--- config.mk ---
export PLATFORM = sky130hd
export DESIGN_NAME = updown_count_ctrl
export DESIGN_NICKNAME = d
export VERILOG_FILES = /design/src/rtl/updown_count_pkg.sv /design/src/rtl/updown_count_core.sv /design/src/rtl/updown_count_ctrl.sv
export SDC_FILE = /design/constraint.sdc
export NUM_CORES = 1
export LEC_CHECK = 0
export ABC_AREA = 1
export BUFFER_PORTS_ARGS = -buffer_cell sky130_fd_sc_hd__buf_2
export CAP_MARGIN = 20
export CORE_UTILIZATION = 54
export DETAILED_ROUTE_END_ITERATION = 16
export PLACE_DENSITY = 0.86
export SETUP_SLACK_MARGIN = 0.5
export SLEW_MARGIN = 20
export SYNTH_ARGS = -nofsm -noshare
export SYNTH_HDL_FRONTEND = slang
export SYNTH_SLANG_ARGS = --single-unit
--- constraint.sdc ---
create_clock -name clk -period 2.1 [get_ports clk]
set_input_delay 0.21 -clock clk [delete_from_list [all_inputs] [get_ports clk]]
set_output_delay 0.21 -clock clk [all_outputs]
set_load 0.05 [all_outputs]
--- src/rtl/updown_count_pkg.sv ---
// Shared types and constants for the bounded up/down counter controller.
package updown_count_pkg;

  typedef enum logic [1:0] {
    ST_IDLE = 2'd0,
    ST_LOAD = 2'd1,
    ST_RUN  = 2'd2,
    ST_DONE = 2'd3
  } state_e;

  localparam logic DIR_UP   = 1'b0;
  localparam logic DIR_DOWN = 1'b1;

endpackage

--- src/rtl/updown_count_core.sv ---
// Load-and-step counter: synchronous load has priority over stepping.
module updown_count_core
  import updown_count_pkg::*;
#(
  parameter int WIDTH = 4
) (
  input  logic             clk,
  input  logic             rst,
  input  logic             ld,
  input  logic [WIDTH-1:0] init,
  input  logic             en,
  input  logic             dir,
  output logic [WIDTH-1:0] q
);

  localparam logic [WIDTH-1:0] ONE = {{(WIDTH-1){1'b0}}, 1'b1};

  logic [WIDTH-1:0] q_q, q_d;

  always_comb begin
    q_d = q_q;
    if (ld) begin
      q_d = init;
    end else if (en) begin
      q_d = (dir == DIR_DOWN) ? (q_q - ONE) : (q_q + ONE);
    end
  end

  always_ff @(posedge clk or negedge rst) begin
    if (!rst) begin
      q_q <= '0;
    end else begin
      q_q <= q_d;
    end
  end

  assign q = q_q;

endmodule

--- src/rtl/updown_count_ctrl.sv ---
// Sequencing controller: captures bound/direction, steps the counter core on
// qualified ticks until the terminal count, then pulses done or auto-reloads.
module updown_count_ctrl
  import updown_count_pkg::*;
#(
  parameter int WIDTH = 4
) (
  input  logic             clk,
  input  logic             rst,
  input  logic             start,
  input  logic             stop,
  input  logic             dir,
  input  logic [WIDTH-1:0] load_val,
  input  logic             auto_reload,
  input  logic             tick,
  output logic [WIDTH-1:0] q,
  output logic             busy,
  output logic             tc,
  output logic             done
);

  state_e           state_q, state_d;
  logic             dir_r_q, dir_r_d;
  logic [WIDTH-1:0] target_q, target_d;

  logic             core_ld;
  logic [WIDTH-1:0] core_init;
  logic             core_en;
  logic             at_target;

  assign at_target = (q == target_q);

  always_comb begin
    state_d   = state_q;
    dir_r_d   = dir_r_q;
    target_d  = target_q;
    core_ld   = 1'b0;
    core_init = '0;
    core_en   = 1'b0;
    case (state_q)
      ST_IDLE: begin
        if (start) state_d = ST_LOAD;
      end
      ST_LOAD: begin
        // The counter is initialised even when stop aborts the load.
        dir_r_d   = dir;
        core_ld   = 1'b1;
        core_init = (dir == DIR_DOWN) ? load_val : '0;
        target_d  = (dir == DIR_DOWN) ? '0 : load_val;
        state_d   = stop ? ST_IDLE : ST_RUN;
      end
      ST_RUN: begin
        if (stop) begin
          state_d = ST_IDLE;
        end else if (at_target) begin
          state_d = ST_DONE;
        end else if (tick) begin
          core_en = 1'b1;
        end
      end
      ST_DONE: begin
        if (stop) begin
          state_d = ST_IDLE;
        end else if (auto_reload) begin
          state_d = ST_LOAD;
        end else begin
          state_d = ST_IDLE;
        end
      end
      default: state_d = ST_IDLE;
    endcase
  end

  always_ff @(posedge clk or negedge rst) begin
    if (!rst) begin
      state_q  <= ST_IDLE;
      dir_r_q  <= DIR_UP;
      target_q <= '0;
    end else begin
      state_q  <= state_d;
      dir_r_q  <= dir_r_d;
      target_q <= target_d;
    end
  end

  updown_count_core #(
    .WIDTH(WIDTH)
  ) u_core (
    .clk (clk),
    .rst (rst),
    .ld  (core_ld),
    .init(core_init),
    .en  (core_en),
    .dir (dir_r_q),
    .q   (q)
  );

  assign busy = (state_q != ST_IDLE);
  assign tc   = (state_q == ST_RUN) && at_target;
  assign done = (state_q == ST_DONE);

endmodule

# Yosys cells after proc, flatten, opt, wreduce, memory -nomap -nowiden
# Cells that the tools add are included.
# word_totals
register_bits,11
latch_bits,0
ramBits,0
romBits,0
in_bits,11
out_inout_bits,7
wordCells,35
memories,0
# op_classes
addsub,2
multipliers,0
div_mod_pow,0
magnitude_cmp,0
n_eq_ne,6
n_shift,0
n_mux,18
bitwise,0
reduce_logical,5
# op_table
op,count
$mux W4,6
$mux W2,4
$pmux W2 S4,1
$mux W1,7
$add A4 B1 Y4 const B,1
$eq A2 B2 Y1 const B,2
$eq A4 B4 Y1,1
$reduce_bool A2 Y1,2
$sub A4 B1 Y4 const B,1
$ne A3 B3 Y1 const B,1
$eq A2 B1 Y1 const B,1
$logic_not A2 Y1,1
$ne A2 B2 Y1 const B,1
$reduce_and A2 Y1,1
$logic_and A1 B1 Y1,1

# Logic depth before layout (Yosys ltp)
# Gate-level depths: netlist (run 1).
# logic_depth
ltp_word,6
ltp_mapped,9
ltp_nobuf,9

# Cells and area by module
# From an unflattened synthesis (run 1), not the netlist that was laid out.
# hier_totals
cells_unflattened,107
area_unflattened_um2,750.7
# by_module_without_submodules
module,instances,cells_each,area_each_um2
updown_count_ctrl,1,70,451.7
updown_count_core,1,37,299.0

# Least setup slack after synthesis (run 1)
# No wires, ideal clock.
# synth_path
kind,register -> output
startpoint,"reg u_core.q_q[1], in the netlist u_core.q[1]"
endpoint,out tc
t_arrival_ns,1.793
t_required_ns,1.890
path_slack_ns,0.097
stages_incl_launch_ff,7
n_path_buf,0
path_cell_list,dfrtp_1 inv_1 nand2_1 nand2_1 nor2_1 nand2_2 nor2_1
# synth_via
elab_chain_cells,2
# synth_lines
element,line_no,source
"start, declared",updown_count_core.sv:18,"logic [WIDTH-1:0] q_q, q_d;"
"start signal, assigned",updown_count_core.sv:33,q_q <= q_d;
$eq A4 B4 Y1,updown_count_ctrl.sv:31,assign at_target = (q == target_q);
$logic_and A1 B1 Y1,updown_count_ctrl.sv:99,assign tc = (state_q == ST_RUN) && at_target;
"end, declared",updown_count_ctrl.sv:18,"output logic tc,"
# No other way between the ends.

# Final worst setup path (run 1)
# layout_path
startpoint,"reg u_core.q_q[2], in the netlist u_core.q[2]"
endpoint,"reg u_core.q_q[3], in the netlist u_core.q[3]"
# layout_via
elab_chain_cells,5
# layout_lines
element
branches (longest 5 deep; another with $add A4 B1 Y4)
# Several ways; the timed one is not identified. The select of a mux whose other input is x is not followed.
# A chain may end at the register's enable or synchronous reset.

==> results by group, run 1 <==
Floorplan
  – Core area: 1170 µm²
  – Die area: 1490 µm²
  – Die width: 38.6 µm
  – Die height: 38.6 µm
  – Initial Util: 61.8%
  – Ports: 18
  – Row cnt: 12

Global route
  – All-layer global routing usage: 29.1%
  – Total congestion overflow: 0
  – Initial antenna violation count: 0
  – Largest net degree at the start of global routing: 15
  – Global-route wire length before repair: 2820 µm
  – Vias in the first global route: 706

Place
  – Routability cong.: 0.803
  – Dpl ws: 562 ps
  – IO Port Bufs: 17
  – DP HPWL: 1220 µm

Clock tree
  – CTS tree: built
  – Max H-tree Level: 1
  – Clock Pin Slew Worst Setup and Hold Paths: 70 ps
  – Cts bufs inserted: 3
  – Root buf cell: clkbuf_4
  – Worst skew pair latency: 280 ps
  – Clock tree buffer depth: 2
  – Clock sinks: 11

Setup path
  – Crit-path max FO: 5
  – Startpoint Class: flip-flop
  – Critical path required time: 2320 ps
  – Crit end category: flip-flop
  – RR Startpoint: u_core.q[2]
  – Reg2reg setup slack: 530 ps
  – Reg2Reg Depth: 7
  – CP peak stage delay: 450 ps
  – RR Endpoint: u_core.q[3]
  – Cell mode on critical path: nand2_1
  – Cell Chain, Critical Path: ha_4, or2_2, nand3_1, nand2_1, o21ai_0, nand2_1, nand2_1
  – Critical path class: flip-flop to flip-flop
  – Worst path slowest cell: dfrtp_2
  – Worst Path Arrival: 1780 ps

Drt
  – Vias post-DR: 728
  – Final wirelength: 1760 µm
  – First-iteration detailed-routing DRC count: 24
  – Post-DRT Antenna Nets: 0
  – Drt first pass iters: 4
  – # DRC: 0
  – Routed len/inst: 13.0 µm
  – Post-DR vias/cell: 5.35

Power and ir drop
  – Overall power: 0.00160 W
  – Net Switching: 0.000859 W
  – PD cells: 1750 nW/µm²
  – Sequential share of power: 26.0%
  – Static Leak: 0.484 nW
  – Gate power share: 64.7%
  – Switching Share: 53.7%
  – Internal power: 0.000741 W
  – Clock power frac: 9.3%
  – Maximum VDD drop: 0.00115 V

STA
  – Fmax: 0.639 GHz
  – Slew margin rel.: 78.7%
  – Clock skew: 1.97 ps
  – RSZ-0062 raised after global routing: true
  – Final setup fails: 0
  – Period utilization: 74.6%
  – Worst Max-Slew Pin Slew: 317 ps
  – Min Clock Period, post-route: 1570 ps
  – Final Hold Fails: 0
  – Setup TNS: 0 ps
  – Slew Viols, Final: 0
  – Worst setup margin: 534 ps

Layout
  – Nets: 137
  – Commonest non-fill, non-tap cell in the layout: nand2_1
  – Share of cells above drive strength 1: 32.8%
  – Area Growth Syn to Fin: 26.6%
  – Ant diodes: 0
  – Most frequent cells in the layout: nand2_1 (33), buf_2 (16), inv_1 (12)

Yosys
  – Flops & latches, synth: 11
  – Seq/Total Area, Yosys: 38.1%
  – Post-synthesis cell count: 98
  – Yosys cell types: 19
  – Post-Syn Nets: 112
  – YS warnings: 0
  – Mapped cell area: 723 µm²
  – Avg Cell Area, Syn: 7.38 µm²

Job
  – Max-cap viol count: 0

Run status
  – Status: finished clean

Min path
  – Worst hold start: stop
  – WHS Path Cells: 2
  – End point of the worst hold path: state_q[1]
  – Hold Path Class: primary input to flip-flop
==> per-layer routing <==
layer  wire length, µm  global-route usage, %  vias to the layer above
met5                 0                      0                        -
met4                95                   25.0                        0
met3                96                   4.62                       11
met2               849                   47.9                       31
met1               720                   32.1                      328
li1                  -                      -                      358
==> kinds of logic (layout without fill, tap and decap cells) <==
| group | after synthesis | count (layout) | share of synthesized area, % |
|---|---|---|---|
| simple gates | 55 | 55 | 36.5 |
| buf+inv | 15 | 39 | 7.96 |
| compound gates | 13 | 13 | 10.0 |
| flops | 11 | 11 | 38.1 |
| fa+ha+maj | 3 | 3 | 6.23 |
| xor+xnor | 1 | 1 | 1.21 |
==> cell type report <==
type	instances	area, µm²
fill	91	255
clock buffer	4	26.3
multi-input combinational	72	413
tap	14	17.5
timing repair buffer	21	128
sequential	11	279
inverter	14	52.6
==> sequential cells by signal, summed over array words and instances (netlist names) <==
register	flops
target_q	4
u_core.q	4
state_q	2
dir_r_q	1
==> power groups by stage <==
stage | clock network, W | registers [W] | logic (W)
2_1_floorplan | 0 | 0.000516 | 0.000626
3_3_place_gp | 0 | 0.000409 | 0.000900
3_5_place_dp | 0 | 0.000415 | 0.000918
4_1_cts | 0.000152 | 0.000405 | 0.000967
5_1_grt | 0.000162 | 0.000430 | 0.00114
6_report | 0.000149 | 0.000416 | 0.00103
==> synthesized netlist by cell type <==
library cell | instances | area share [%]
a211oi_1 | 1 | 1.0
a21oi_1 | 2 | 1.4
a22o_2 | 1 | 1.4
buf_2 | 1 | 0.69
dfrtp_1 | 11 | 38
fa_1 | 1 | 2.8
ha_1 | 2 | 3.5
inv_1 | 12 | 6.2
inv_2 | 2 | 1.0
nand2_1 | 33 | 17
nand2_2 | 2 | 1.7
nand2_4 | 1 | 1.6
nand3_1 | 9 | 6.2
nand3_4 | 1 | 2.4
nor2_1 | 5 | 2.6
nor2_4 | 2 | 3.1
o21ai_0 | 9 | 6.2
or2_2 | 2 | 1.7
xor2_1 | 1 | 1.2
==> how the worst max path moves through the flow <==
stage | start | endpoint | slack, ps | depth (start not counted)
finish | u_core.q[2] | u_core.q[3] | 530 | 7
global route | u_core.q[1] | tc | 440 | 7
CTS | u_core.q[1] | tc | 520 | 7
detailed placement | u_core.q[2] | u_core.q[3] | 560 | 6
global placement | u_core.q[2] | u_core.q[3] | 640 | 6
floorplan | u_core.q[2] | u_core.q[3] | 510 | 6
==> repair_timing <==
action                                 4_1_cts  5_1_grt
setup endpoints to repair                    1        2
endpoints found under the hold margin       11        0
hold buffers                                 1        0
resized for setup                            2        3
cloned                                       0        0
buffers inserted                             2        1
==> per-stage QoR <==
step,instance area [µm²],instances,util [%],hold slack (ps)
after CTS,890,135,76.0,147
after global placement,832,128,71.0,90.1
final,916,136,78.2,146
after floorplan,734,98,-,-85.6
after global routing,916,136,78.2,152
after detailed placement,832,128,71.0,90.5
==> worst max-delay path: cells and delay by family (launching register included) <==
family	cells	cell delay, ps
adder cells (fa/ha/maj)	1	250
AND/OR/NAND/NOR	5	610
AO/OA/AOI/OAI	1	200
flip-flops	1	450
(Power assumes the default switching activity.)
==> inputs of run 2 (changes only) <==
ABC_AREA = 0   (was 1)
CORE_UTILIZATION = 50   (was 54)
PLACE_DENSITY = 0.81   (was 0.86)
clock period = 1.6 ns   (was 2.1 ns; I/O delays follow)
==> run 2 against run 1 <==
The flow now finishes with violations (setup timing); first-iteration DRC count shrank 29%; clock skew up 0.95 ps; design area is 27% higher; synthesized area fell by 3.5%; wire length grew 28%; maximum frequency down 14%; synthesized cell count down 28%; core utilization is 11 points higher; register-to-register slack worse by 750 ps; sequential share of layout area decreased by 6.1 points; cell count is 8.8% lower.
==> results by group, run 2 <==
Floorplan
  – Die area: 1550 µm² (+4.0%)
  – Initial Util: 53.7% (-8.1 points)
  – Row cnt: 13 (+1)
  – Die height: 39.4 µm (+2.0%)
  – Ports: 18 (unchanged)
  – Core area: 1300 µm² (+11%)
  – Die width: 39.4 µm (+2.0%)

Layout
  – Nets: 124 (-9.5%)
  – Share of cells above drive strength 1: 60.6% (+28 points)
  – Area Growth Syn to Fin: 66.8%
  – Most frequent cells in the layout: buf_2 (10), buf_6 (10), buf_4 (10)
  – Post-route cell area: 1160 µm² (+27%)
  – Ant diodes: 0 (unchanged)
  – Final non-filler cell total: 124 (-8.8%)

STA
  – Worst Max-Slew Pin Slew: 333 ps (+15.8 ps)
  – Period utilization: 114% (+39 points)
  – Slew margin rel.: 77.7% (-1.0 points)
  – Final setup fails: 6 (+6)
  – Slew Viols, Final: 0 (unchanged)
  – Fmax: 0.550 GHz (-14%)
  – RSZ-0062 raised after global routing: true
  – Worst setup margin: -219 ps (-753 ps)
  – Clock skew: 2.91 ps (+0.947 ps)
  – Min Clock Period, post-route: 1820 ps (+253 ps)
  – Final Hold Fails: 0 (unchanged)

Clock tree
  – Cts bufs inserted: 3 (unchanged)
  – Clock Pin Slew Worst Setup and Hold Paths: 80 ps (about the same)
  – Clock tree buffer depth: 2 (unchanged)
  – Root buf cell: clkbuf_4
  – Worst skew pair latency: 270 ps (about the same)
  – CTS tree: built
  – Max H-tree Level: 1 (unchanged)
  – Clock sinks: 11 (unchanged)

Global route
  – Global-route wire length before repair: 3130 µm (+11%)
  – Initial antenna violation count: 0 (unchanged)
  – Vias in the first global route: 722 (+2.3%)
  – All-layer global routing usage: 31.8% (+2.7 points)
  – Largest net degree at the start of global routing: 12 (-3)
  – Total congestion overflow: 0 (unchanged)

Place
  – DP HPWL: 1160 µm (-5.0%)
  – Routability cong.: 0.822 (+2.4%)
  – Placed insts: 104 (-19%)
  – Dpl cell area: 837 µm² (+0.60%)
  – IO Port Bufs: 17 (unchanged)
  – Dpl ws: -7.70 ps (-570 ps)

Yosys
  – Synth async-reset ratio: 100% (unchanged)
  – Yosys cell types: 28 (+9)
  – YS warnings: 0 (unchanged)
  – Avg Cell Area, Syn: 9.83 µm² (+33%)
  – Synth top cells by count: dfrtp_1 (11), nand2_1 (9), xor2_1 (6)
  – Mapped cell area: 698 µm² (-3.5%)
  – Synth top area cells: dfrtp_1 (39%), xor2_1 (7.5%), nand2_1 (4.8%), mux2_4 (4.3%), nand3b_1 (4.3%)
  – Post-synth EDFFs: 0 (unchanged)
  – Post-synthesis cell count: 71 (-28%)
  – Post-synth top flop: dfrtp_1
  – Seq/Total Area, Yosys: 39.4% (+1.4 points)
  – Share of the synthesized area in the top cell type: 39.4% (+1.4 points)
  – Post-Syn Nets: 85 (-24%)
  – Most frequent cell after synthesis: dfrtp_1
  – Flops & latches, synth: 11 (unchanged)
  – Yosys top cell by area: dfrtp_1

Power and ir drop
  – Internal power: 0.00138 W (+86%)
  – Static Leak: 0.543 nW (+12%)
  – PD cells: 2190 nW/µm² (+25%)
  – Sequential share of power: 22.7% (-3.3 points)
  – Net Switching: 0.00117 W (+37%)
  – Maximum VDD drop: 0.00166 V (+44%)
  – Clock power frac: 7.7% (-1.6 points)
  – Switching Share: 46.0% (-7.6 points)
  – Gate power share: 69.7% (+5.0 points)

Min path
  – Hold Path Class: primary input to flip-flop

Drt
  – Drt first pass iters: 4 (unchanged)
  – Final wirelength: 2250 µm (+28%)
  – Routed len/inst: 18.1 µm (+40%)
  – Post-DRT Antenna Nets: 0 (unchanged)
  – # DRC: 0 (unchanged)
  – Vias post-DR: 682 (-6.3%)
  – First-iteration detailed-routing DRC count: 17 (-29%)
  – Post-DR vias/cell: 5.50 (+2.7%)

Setup path
  – Crit end category: flip-flop
  – Worst path slowest cell: dfrtp_1
  – Cell Chain, Critical Path: xor2_2, buf_4, o41ai_4, nand2_2, mux2_4
  – Crit-path max FO: 3 (-2)
  – Worst Path Arrival: 1970 ps (+190 ps)
  – Critical path required time: 1750 ps (-570 ps)
  – CP peak stage delay: 440 ps (about the same)
  – Startpoint Class: flip-flop
  – Critical path's top delay family: flip-flops
  – Critical path class: flip-flop to flip-flop
  – WP buf/inv: 1 (+1)

Run status
  – Failing checks: setup timing
  – Status: complete, but fails checks

Job
  – Max-cap viol count: 0 (unchanged)
==> run 2: worst paths after layout <==
path / startpoint / end / slack [ps] / cells after the start
max in group asynchronous: rst / u_core.q[3] / 1080 / 2
hold / removal: stop / state_q[1] / 70 / 2
hold reg to reg: target_q[1] / target_q[1] / 550 / 2
setup / recovery: target_q[2] / u_core.q[2] / -220 / 5
min in group asynchronous: rst / target_q[1] / 300 / 2
setup reg to reg: target_q[2] / u_core.q[2] / -220 / 5
==> run 2: layout make-up <==
cell class | count | area [µm²]
timing repair buffer | 36 | 323
clock buffer | 4 | 26.3
tap | 15 | 18.8
inverter | 4 | 15.0
multi-input combinational | 54 | 498
sequential | 11 | 284
fill | 53 | 136
==> run 2: layer usage <==
metal	track usage, %	up-vias	share of wire [%]
li1	-	318	-
met1	32.7	333	38
met2	59.2	25	55
met3	3.41	6	5.1
met4	21.6	0	2.3
met5	0	-	0
==> run 2: kinds of logic (layout without fill, tap and decap cells) <==
logic type | Yosys count | after routing | share of synthesized area (%)
buf+inv | 6 | 44 | 3.40
simple gates | 29 | 29 | 23.5
compound gates | 12 | 12 | 12.7
xor+xnor | 7 | 7 | 8.78
fa+ha+maj | 3 | 3 | 6.45
mux | 3 | 3 | 5.73
flops | 11 | 11 | 39.4
==> run 2: timing repair <==
item	CTS	global route
gates resized for setup	38	8
setup endpoints to repair	15	18
hold buffers	1	0
setup buffers	13	2
pin swaps	7	4
endpoints found under the hold margin	11	0
==> run 2: per-stage QoR <==
stage | setup TNS (ps) | hold slack (ps) | total power, W | utilization (%)
floorplan | -175 | -136 | 0.00134 | -
global placement | 0 | 35.4 | 0.00154 | 64.3
detailed placement | -7.70 | 37.0 | 0.00159 | 64.3
CTS | -342 | 70.2 | 0.00236 | 85.9
global route | -1250 | 80.9 | 0.00270 | 89.5
finish | -1050 | 70.5 | 0.00255 | 89.5
==> run 2: power groups by stage <==
| stage | combinational, W | sequential, W | clock, W |
|---|---|---|---|
| 6_report | 0.00178 | 0.000578 | 0.000195 |
| 5_1_grt | 0.00190 | 0.000589 | 0.000209 |
| 4_1_cts | 0.00162 | 0.000555 | 0.000188 |
| 3_5_place_dp | 0.00105 | 0.000538 | 0 |
| 3_3_place_gp | 0.00101 | 0.000532 | 0 |
| 2_1_floorplan | 0.000648 | 0.000696 | 0 |
==> inputs of run 3 (changes only) <==
clock period = 1.91 ns   (was 1.6 ns; I/O delays follow)
==> run 3 against run 2 <==
Sequential power fell by 13%; clock power fell by 19%; wire length decreased by 21%; the flow now finishes without violations; first-iteration DRC count decreased by 65%; global-route usage shrank 8.5 points; core utilization decreased by 7.6 points; total power decreased by 23%; clock skew fell by 1.7 ps; largest cell class unchanged; clock-buffer cell count is the same.
==> results by group, run 3 (synthesized netlist as in run 2, its figures left out) <==
Drt
  – Final wirelength: 1780 µm (-21%)
  – Post-DRT Antenna Nets: 0 (unchanged)
  – Routed len/inst: 15.1 µm (-17%)
  – # DRC: 0 (unchanged)
  – Highest Signal Layer: met4
  – Vias post-DR: 639 (-6.3%)
  – Drt first pass iters: 6 (+2)
  – Routed met1 length: 737 µm (-14%)
  – Met3 wire len: 78 µm (-32%)
  – Met2 WL: 931 µm (-24%)
  – First-iteration detailed-routing DRC count: 6 (-11)
  – Post-DR vias/cell: 5.42 (-1.5%)

Layout
  – Post-route cell area: 1070 µm² (-8.5%)
  – Area Growth Syn to Fin: 52.7%
  – Ant diodes: 0 (unchanged)
  – Share of cells above drive strength 1: 56.3% (-4.2 points)
  – Most frequent cells in the layout: buf_2 (15), nand2_1 (9), dfrtp_2 (9)
  – Nets: 118 (-4.8%)
  – Fillcell total: 83 (+57%)
  – Commonest non-fill, non-tap cell in the layout: buf_2
  – Final non-filler cell total: 118 (-4.8%)

Setup path
  – Worst Path Arrival: 1570 ps (-400 ps)
  – Critical path class: flip-flop to output pin
  – Crit end category: output pin
  – WP buf/inv: 1 (unchanged)
  – CP peak stage delay: 450 ps (about the same)
  – Crit-path max FO: 2 (-1)
  – Cell Chain, Critical Path: xor2_4, nor4_4, and3b_2, buf_8
  – Critical path required time: 1720 ps (-30 ps)
  – Startpoint Class: flip-flop
  – Critical path's top delay family: simple AND/OR/NAND/NOR gates
  – Worst path slowest cell: dfrtp_2

Clock tree
  – Cts bufs inserted: 3 (unchanged)
  – Clock tree buffer depth: 2 (unchanged)
  – Clock sinks: 11 (unchanged)
  – Max H-tree Level: 1 (unchanged)
  – Worst skew pair latency: 270 ps (about the same)
  – Clock Pin Slew Worst Setup and Hold Paths: 70 ps (about the same)
  – CTS tree: built
  – Root buf cell: clkbuf_4

STA
  – Final setup fails: 0 (-6)
  – Slew Viols, Final: 0 (unchanged)
  – Fmax: 0.569 GHz
  – Slew margin rel.: 78.2% (+0.45 points)
  – Worst Max-Slew Pin Slew: 327 ps (-5.64 ps)
  – Clock skew: 1.19 ps (-1.73 ps)
  – Worst hold margin: 92.4 ps (+21.9 ps)
  – Setup TNS: 0 ps (+1050 ps)
  – Final Hold Fails: 0 (unchanged)
  – RSZ-0062 raised after global routing: true
  – Period utilization: 92.0%
  – Min Clock Period, post-route: 1760 ps

Run status
  – Status: finished clean

Power and ir drop
  – Static Leak: 0.493 nW (-9.2%)
  – Maximum VDD drop: 0.00101 V (-39%)
  – PD cells: 1840 nW/µm² (-16%)

Floorplan
  – Ports: 18 (unchanged)
  – Initial Util: 53.7% (unchanged)
  – Core area: 1300 µm² (unchanged)
  – Die height: 39.4 µm (unchanged)
  – Row cnt: 13 (unchanged)
  – Die width: 39.4 µm (unchanged)
  – Die area: 1550 µm² (unchanged)

Global route
  – Initial antenna violation count: 0 (unchanged)
  – Largest net degree at the start of global routing: 13 (+1)
  – Total congestion overflow: 0 (unchanged)
  – All-layer global routing usage: 23.3% (-8.5 points)
  – Vias in the first global route: 560 (-22%)
  – Global-route wire length before repair: 2350 µm (-25%)

Min path
  – Hold Path Class: primary input to flip-flop

Place
  – IO Port Bufs: 17 (unchanged)
  – Dpl cell area: 822 µm² (-1.8%)
  – DP HPWL: 1120 µm (-3.3%)
  – Placed insts: 102 (-1.9%)
  – Routability cong.: 0.862 (+4.9%)

Job
  – Max-cap viol count: 0 (unchanged)
-- run 3: timing repair --
action                     CTS  global route
gates resized for setup      8            18
pin swaps                    4             7
hold endpoints to repair    11             0
gates cloned                 0             0
setup endpoints to repair    6             8
hold buffers                 1             0
buffers inserted             8             3
-- run 3: path summary, 6_finish.rpt --
kind | start | endpoint | slack (ps) | cells after the start
hold reg to reg | state_q[0] | state_q[0] | 520 | 1
setup reg to reg | target_q[1] | u_core.q[3] | 150 | 5
max in group asynchronous | rst | dir_r_q | 1360 | 2
hold / removal | stop | state_q[1] | 90 | 2
setup / recovery | target_q[0] | tc | 150 | 4
min in group asynchronous | rst | state_q[1] | 320 | 2
-- run 3: power by group --
| group | internal [W] | switching, W |
|---|---|---|
| Sequential | 0.000342 | 0.000159 |
| Combinational | 0.000616 | 0.000682 |
| Clock | 0.0000808 | 0.0000775 |
-- run 3: through the flow --
stage / util (%) / setup WS [ps] / total power (W)
3_5_place_dp: 63.2 / 238 / 0.00131
3_3_place_gp: 63.2 / 305 / 0.00127
4_1_cts: 73.8 / 137 / 0.00167
5_1_grt: 81.9 / 107 / 0.00208
2_1_floorplan: - / 229 / 0.00113
6_report: 81.9 / 153 / 0.00196
-- run 3: cell type report --
| type | instances | area, µm² | share of cell area (%) |
|---|---|---|---|
| timing repair buffer | 30 | 216 | 20.3 |
| sequential | 11 | 287 | 26.9 |
| tap | 15 | 18.8 | 1.76 |
| clock buffer | 4 | 26.3 | 2.46 |
| inverter | 4 | 15.0 | 1.41 |
| multi-input combinational | 54 | 503 | 47.2 |
-- run 3: metal layers --
metal / vias to the layer above / track usage (%)
met5: - / 0
met4: 0 / 8.62
met3: 6 / 7.39
met2: 21 / 38.8
met1: 304 / 27.9
li1: 308 / -
